## config.mk

```make
export PLATFORM = sky130hd
export DESIGN_NAME = adder_share_arb
export DESIGN_NICKNAME = d
export VERILOG_FILES = /design/src/rtl/adder_share_arb.sv
export SDC_FILE = /design/constraint.sdc
export NUM_CORES = 1
export LEC_CHECK = 0
export CORE_MARGIN = 5
export CORE_UTILIZATION = 30
export CTS_CLUSTER_SIZE = 30
export DETAILED_ROUTE_END_ITERATION = 7
export PLACE_DENSITY_LB_ADDON = 0.08
export SETUP_SLACK_MARGIN = 0.05
export SLEW_MARGIN = 5
export SYNTH_ARGS = -nofsm -noshare
export SYNTH_HDL_FRONTEND = slang
export SYNTH_SLANG_ARGS = --single-unit
```

## constraint.sdc

```tcl
create_clock -name clk -period 4.7 [get_ports clk]
set_input_delay 0.94 -clock clk [delete_from_list [all_inputs] [get_ports clk]]
set_output_delay 0.94 -clock clk [all_outputs]
set_load 0.005 [all_outputs]
```

## src/rtl/adder_share_arb.sv

```systemverilog
// Shares one WIDTH-bit adder among NREQ requesters via round-robin; result registered, 1-cycle latency.
// Backpressure: while a held result is not accepted, all req_ready stay low; ADDER_SHARE_ARB_OVF_EN adds rsp_ovf.
module adder_share_arb #(
    parameter int NREQ  = 4,
    parameter int WIDTH = 4,
    parameter int IDW   = $clog2(NREQ)
) (
    input  logic                  clk,
    input  logic                  rst,
    input  logic [NREQ-1:0]       req_valid,
    output logic [NREQ-1:0]       req_ready,
    input  logic [NREQ*WIDTH-1:0] req_a,
    input  logic [NREQ*WIDTH-1:0] req_b,
    input  logic [NREQ-1:0]       req_cin,
    output logic                  rsp_valid,
    input  logic                  rsp_ready,
    output logic [IDW-1:0]        rsp_id,
    output logic [WIDTH-1:0]      rsp_sum,
    output logic                  rsp_cout
`ifdef ADDER_SHARE_ARB_OVF_EN
    ,
    output logic                  rsp_ovf
`endif
);

    typedef enum logic {
        IDLE = 1'b0,
        HOLD = 1'b1
    } state_t;

    localparam logic [IDW:0]   NREQ_W = (IDW+1)'(NREQ);
    localparam logic [IDW-1:0] LAST_ID = IDW'(NREQ - 1);

    state_t         state_q, state_d;
    logic [IDW-1:0] ptr_q, ptr_d;

    logic [IDW:0]   cand;
    logic           gnt_any;
    logic [IDW-1:0] gnt_idx;
    logic           grant_ok;
    logic           xfer;

    logic [WIDTH-1:0] op_a;
    logic [WIDTH-1:0] op_b;
    logic             op_cin;
    logic [WIDTH:0]   add_res;

    // Scan from the highest offset down so the lowest offset from ptr_q wins.
    always_comb begin
        gnt_any = 1'b0;
        gnt_idx = '0;
        cand    = '0;
        for (int k = NREQ - 1; k >= 0; k--) begin
            cand = {1'b0, ptr_q} + (IDW+1)'(k);
            if (cand >= NREQ_W) begin
                cand = cand - NREQ_W;
            end
            if (req_valid[cand[IDW-1:0]]) begin
                gnt_any = 1'b1;
                gnt_idx = cand[IDW-1:0];
            end
        end
    end

    assign grant_ok = (state_q == IDLE) || rsp_ready;

    always_comb begin
        state_d   = state_q;
        ptr_d     = ptr_q;
        req_ready = '0;
        xfer      = 1'b0;
        if (!rst && grant_ok && gnt_any) begin
            req_ready[gnt_idx] = 1'b1;
            xfer               = 1'b1;
            state_d            = HOLD;
            ptr_d              = (gnt_idx == LAST_ID) ? '0 : gnt_idx + 1'b1;
        end else if (state_q == HOLD && rsp_ready) begin
            state_d = IDLE;
        end
    end

    always_ff @(posedge clk) begin
        if (rst) begin
            state_q <= IDLE;
            ptr_q   <= '0;
        end else begin
            state_q <= state_d;
            ptr_q   <= ptr_d;
        end
    end

    assign op_a    = req_a[gnt_idx*WIDTH +: WIDTH];
    assign op_b    = req_b[gnt_idx*WIDTH +: WIDTH];
    assign op_cin  = req_cin[gnt_idx];
    assign add_res = {1'b0, op_a} + {1'b0, op_b} + {{WIDTH{1'b0}}, op_cin};

    always_ff @(posedge clk) begin
        if (rst) begin
            rsp_id   <= '0;
            rsp_sum  <= '0;
            rsp_cout <= 1'b0;
        end else if (xfer) begin
            rsp_id   <= gnt_idx;
            rsp_sum  <= add_res[WIDTH-1:0];
            rsp_cout <= add_res[WIDTH];
        end
    end

`ifdef ADDER_SHARE_ARB_OVF_EN
    always_ff @(posedge clk) begin
        if (rst) begin
            rsp_ovf <= 1'b0;
        end else if (xfer) begin
            rsp_ovf <= (op_a[WIDTH-1] == op_b[WIDTH-1]) &&
                       (add_res[WIDTH-1] != op_a[WIDTH-1]);
        end
    end
`endif

    assign rsp_valid = (state_q == HOLD);

endmodule
```

==> run_results.csv <==
group,metric,value,unit
run_status,outcome,"complete, no violations",
cts,clk_latency,0.23,ns
critical_path,r2r-end,"rsp_cout",
global_routing,grt_pass1_vias,1277,
yosys,synthDistinctLibCells,36,
cells_and_area,nFillCells,383,
floorplanning,coreArea,0.00397,mm2
cts,clkSinkCount,10,
critical_path,cp.required,3.76,ns
timing,tightest_slew,1.10,ns
cts,clk_path_buf_depth,2,
critical_path,path_class,"in -> out",
floorplanning,die_area,0.00547,mm2
route,route.met2.wl,1.92,mm
yosys,yosysSeqAreaShare,16.3,%
route,met3WireLength,192,um
power,p_leak,0.000723,uW
timing,finClkSkew,0.00222,ns
route,first_pass_iters,4,
power,power.density,354,mW/mm2
route,drt_iter0_drc,58,
route,ant_nets,0,
route,topRoutingLayerUsed,"met4",
timing,rsz0062_at_grt,"false",
yosys,synth-seq-cells,10,
yosys,syn_inst,158,
critical_path,crit_path_end_kind,"output port",
critical_path,critPathLaunchType,"input pin",
cells_and_area,syn2layout_area_growth,51.3,%
yosys,synthFlopType,"dfxtp_1",
global_routing,grt_pass1_wl,5.93,mm
route,wl_per_cell,14.8,um
yosys,synth_nets,210,
timing,fin_crit_sh,91.5,%
power,peakVddDrop,0.000177,V
route,viasPerCell,5.49,
cts,cts_setup_buffers,0,
global_routing,overflow,0,
route,drt_wl_total,3.80,mm
route,drc,0,
critical_path,worstPathArrival,3.36,ns
floorplanning,die_y,73.9,um
critical_path,crit_path_start,"req_valid[0]",
critical_path,ff2ff_setup_slack,1.34,ns
critical_path,path_max_fanout,10,
route,met1Wirelength,1.64,mm
cells_and_area,register_area,200,um2
yosys,ys_warn_count,0,
yosys,synth_edf_count,0,
yosys,synth_area,0.00123,mm2
cts,hold_buffers,0,
placement,place_inst,253,
timing,setup_viol,0,
min_path,hold_class,"reg -> reg",
cells_and_area,multi_input_area,933,um2
critical_path,reg2reg_from,"ptr_q[1]",
power,power,657,uW
placement,port_buffers,54,
yosys,yosys.area.top_type,"dfxtp_1",
yosys,synth_top_cells_by_area,"dfxtp_1, nor3b_1, ha_1",
global_routing,gr-usage-all-layers,13.7,%
cts,cts_resized,0,
timing,finalSetupTns,0,ns
global_routing,antenna_found_initial,0,
floorplanning,start_util,30.9,%
timing,fin_crit,4.30,ns
cts,clk_pin_slew,0.05,ns
cts,h-tree-depth,1,
cells_and_area,fin_nets,260,
yosys,synth.top_cell.area_share,16.3,%
placement,dpl.hpwl,3.08,mm
floorplanning,rows,23,
yosys,ys_async_sr_fraction,0,%
critical_path,rr_worst_depth,10,
critical_path,crit_path_end,"req_ready[2]",
global_routing,grt_max_degree,28,
floorplanning,die_w,73.9,um
timing,slew_headroom,26.6,%
cells_and_area,final_cells,257,
timing,finalHoldViolations,0,
cts,cts_made_buffers,3,
cells_and_area,diodes,0,
cts,cts_root_buf,"clkbuf_8",
placement,gp_congestion,0.771,
cells_and_area,drive_gt1_share,7.25,%
run,max-cap-violations,0,
floorplanning,ios,55,
timing,fmax,0.233,GHz
cts,cts_tree,"done",
yosys,synth.avg_cell_area,7.76,um2
timing,slew_violations,0,
route,vias,1411,
## cell families after synthesis
| family | count (synthesis) | share of synthesized area, % |
|---|---|---|
| buffers and inverters | 19 | 7.96 |
| AO/OA/AOI/OAI | 43 | 28.9 |
| adder cells (fa/ha/maj) | 9 | 10.4 |
| XOR/XNOR | 1 | 0.714 |
| AND/OR/NAND/NOR | 76 | 35.7 |
| flip-flops | 10 | 16.3 |
## registers in the layout, summed over array words and instances, names as in the netlist
| register | flops |
|---|---|
| rsp_cout | 1 |
| rsp_valid | 1 |
| rsp_id | 2 |
| ptr_q | 2 |
| rsp_sum | 4 |
## through the flow
| stage | utilization, % | instance area, um2 | worst slack, ns | hold slack, ns |
|---|---|---|---|---|
| floorplan | - | 1230 | 1.13 | 0.466 |
| global placement | 45.3 | 1800 | 0.432 | 0.458 |
| detailed placement | 45.3 | 1800 | 0.395 | 0.470 |
| CTS | 46.7 | 1860 | 0.414 | 0.476 |
| global route | 46.7 | 1860 | 0.234 | 0.487 |
| finish | 46.7 | 1860 | 0.399 | 0.468 |
## worst min-delay path by stage
stage,start,endpoint,slack [ns],cells after the start
final,rsp_sum[1],rsp_sum[1],0.47,2
after global routing,rsp_sum[1],rsp_sum[1],0.49,2
after CTS,rsp_sum[1],rsp_sum[1],0.48,2
after detailed placement,rsp_sum[1],rsp_sum[1],0.47,2
after global placement,rsp_sum[1],rsp_sum[1],0.46,2
after floorplan,rsp_sum[1],rsp_sum[1],0.47,2
## worst max-delay path: stages
cell and delay [ns]:
clkdlybuf4s50_1 0.45, nor2b_1 0.17, o21bai_1 0.58, nand2_1 0.32, inv_2 0.14, ha_1 0.13
and2_1 0.11, clkdlybuf4s50_1 0.51
## cells in the mapped netlist, types with 2 or more instances
cell type	instances
a211oi_1	4
a21bo_1	6
a21boi_1	3
a21o_1	3
a21oi_1	2
a221o_1	3
a221oi_1	6
a32oi_1	6
and2_1	5
and3_1	6
buf_1	5
buf_2	3
buf_6	3
clkbuf_1	5
dfxtp_1	10
fa_1	2
ha_1	7
inv_1	2
nand2_1	13
nand2b_1	3
nand3_1	12
nor2_1	6
nor2b_1	5
nor3b_1	13
nor4_1	10
o21ai_0	3
o32ai_1	3
## power breakdown
part	total [uW]	switching, uW	internal, uW	leakage, uW
Sequential	130	24.3	106	0.0000832
Clock	107	33.7	73.6	0.0000288
Combinational	419	196	223	0.000611
## layout make-up
class | instances | area share [%]
well taps | 50 | 3.37
inverters | 3 | 0.607
multi-input cells | 129 | 50.3
repair buffers | 61 | 32.0
clock buffers | 4 | 2.97
flip-flops and latches | 10 | 10.8
## layout by cell type (no fill, tap or decap), types with 2 or more instances in the layout
cell type	n
clkdlybuf4s50_1	54
nand2_1	13
nand3_1	12
nor3b_1	12
nor4_1	10
dfxtp_1	10
ha_1	7
buf_4	7
nor2_1	6
a21bo_1	6
a221oi_1	6
a32oi_1	6
and3_1	6
nor2b_1	5
and2_1	5
a211oi_1	4
clkbuf_8	4
a21boi_1	3
a221o_1	3
o32ai_1	3
nand2b_1	3
a21o_1	3
o21ai_0	3
inv_1	2
a21oi_1	2
fa_1	2
## routing by layer
layer,track usage [%],vias up
li1,-,701
met2,23.4,40
met1,17.9,666
met4,3.02,0
met5,0,-
met3,2.43,4
No activity file was read; power rests on OpenSTA's default activity.
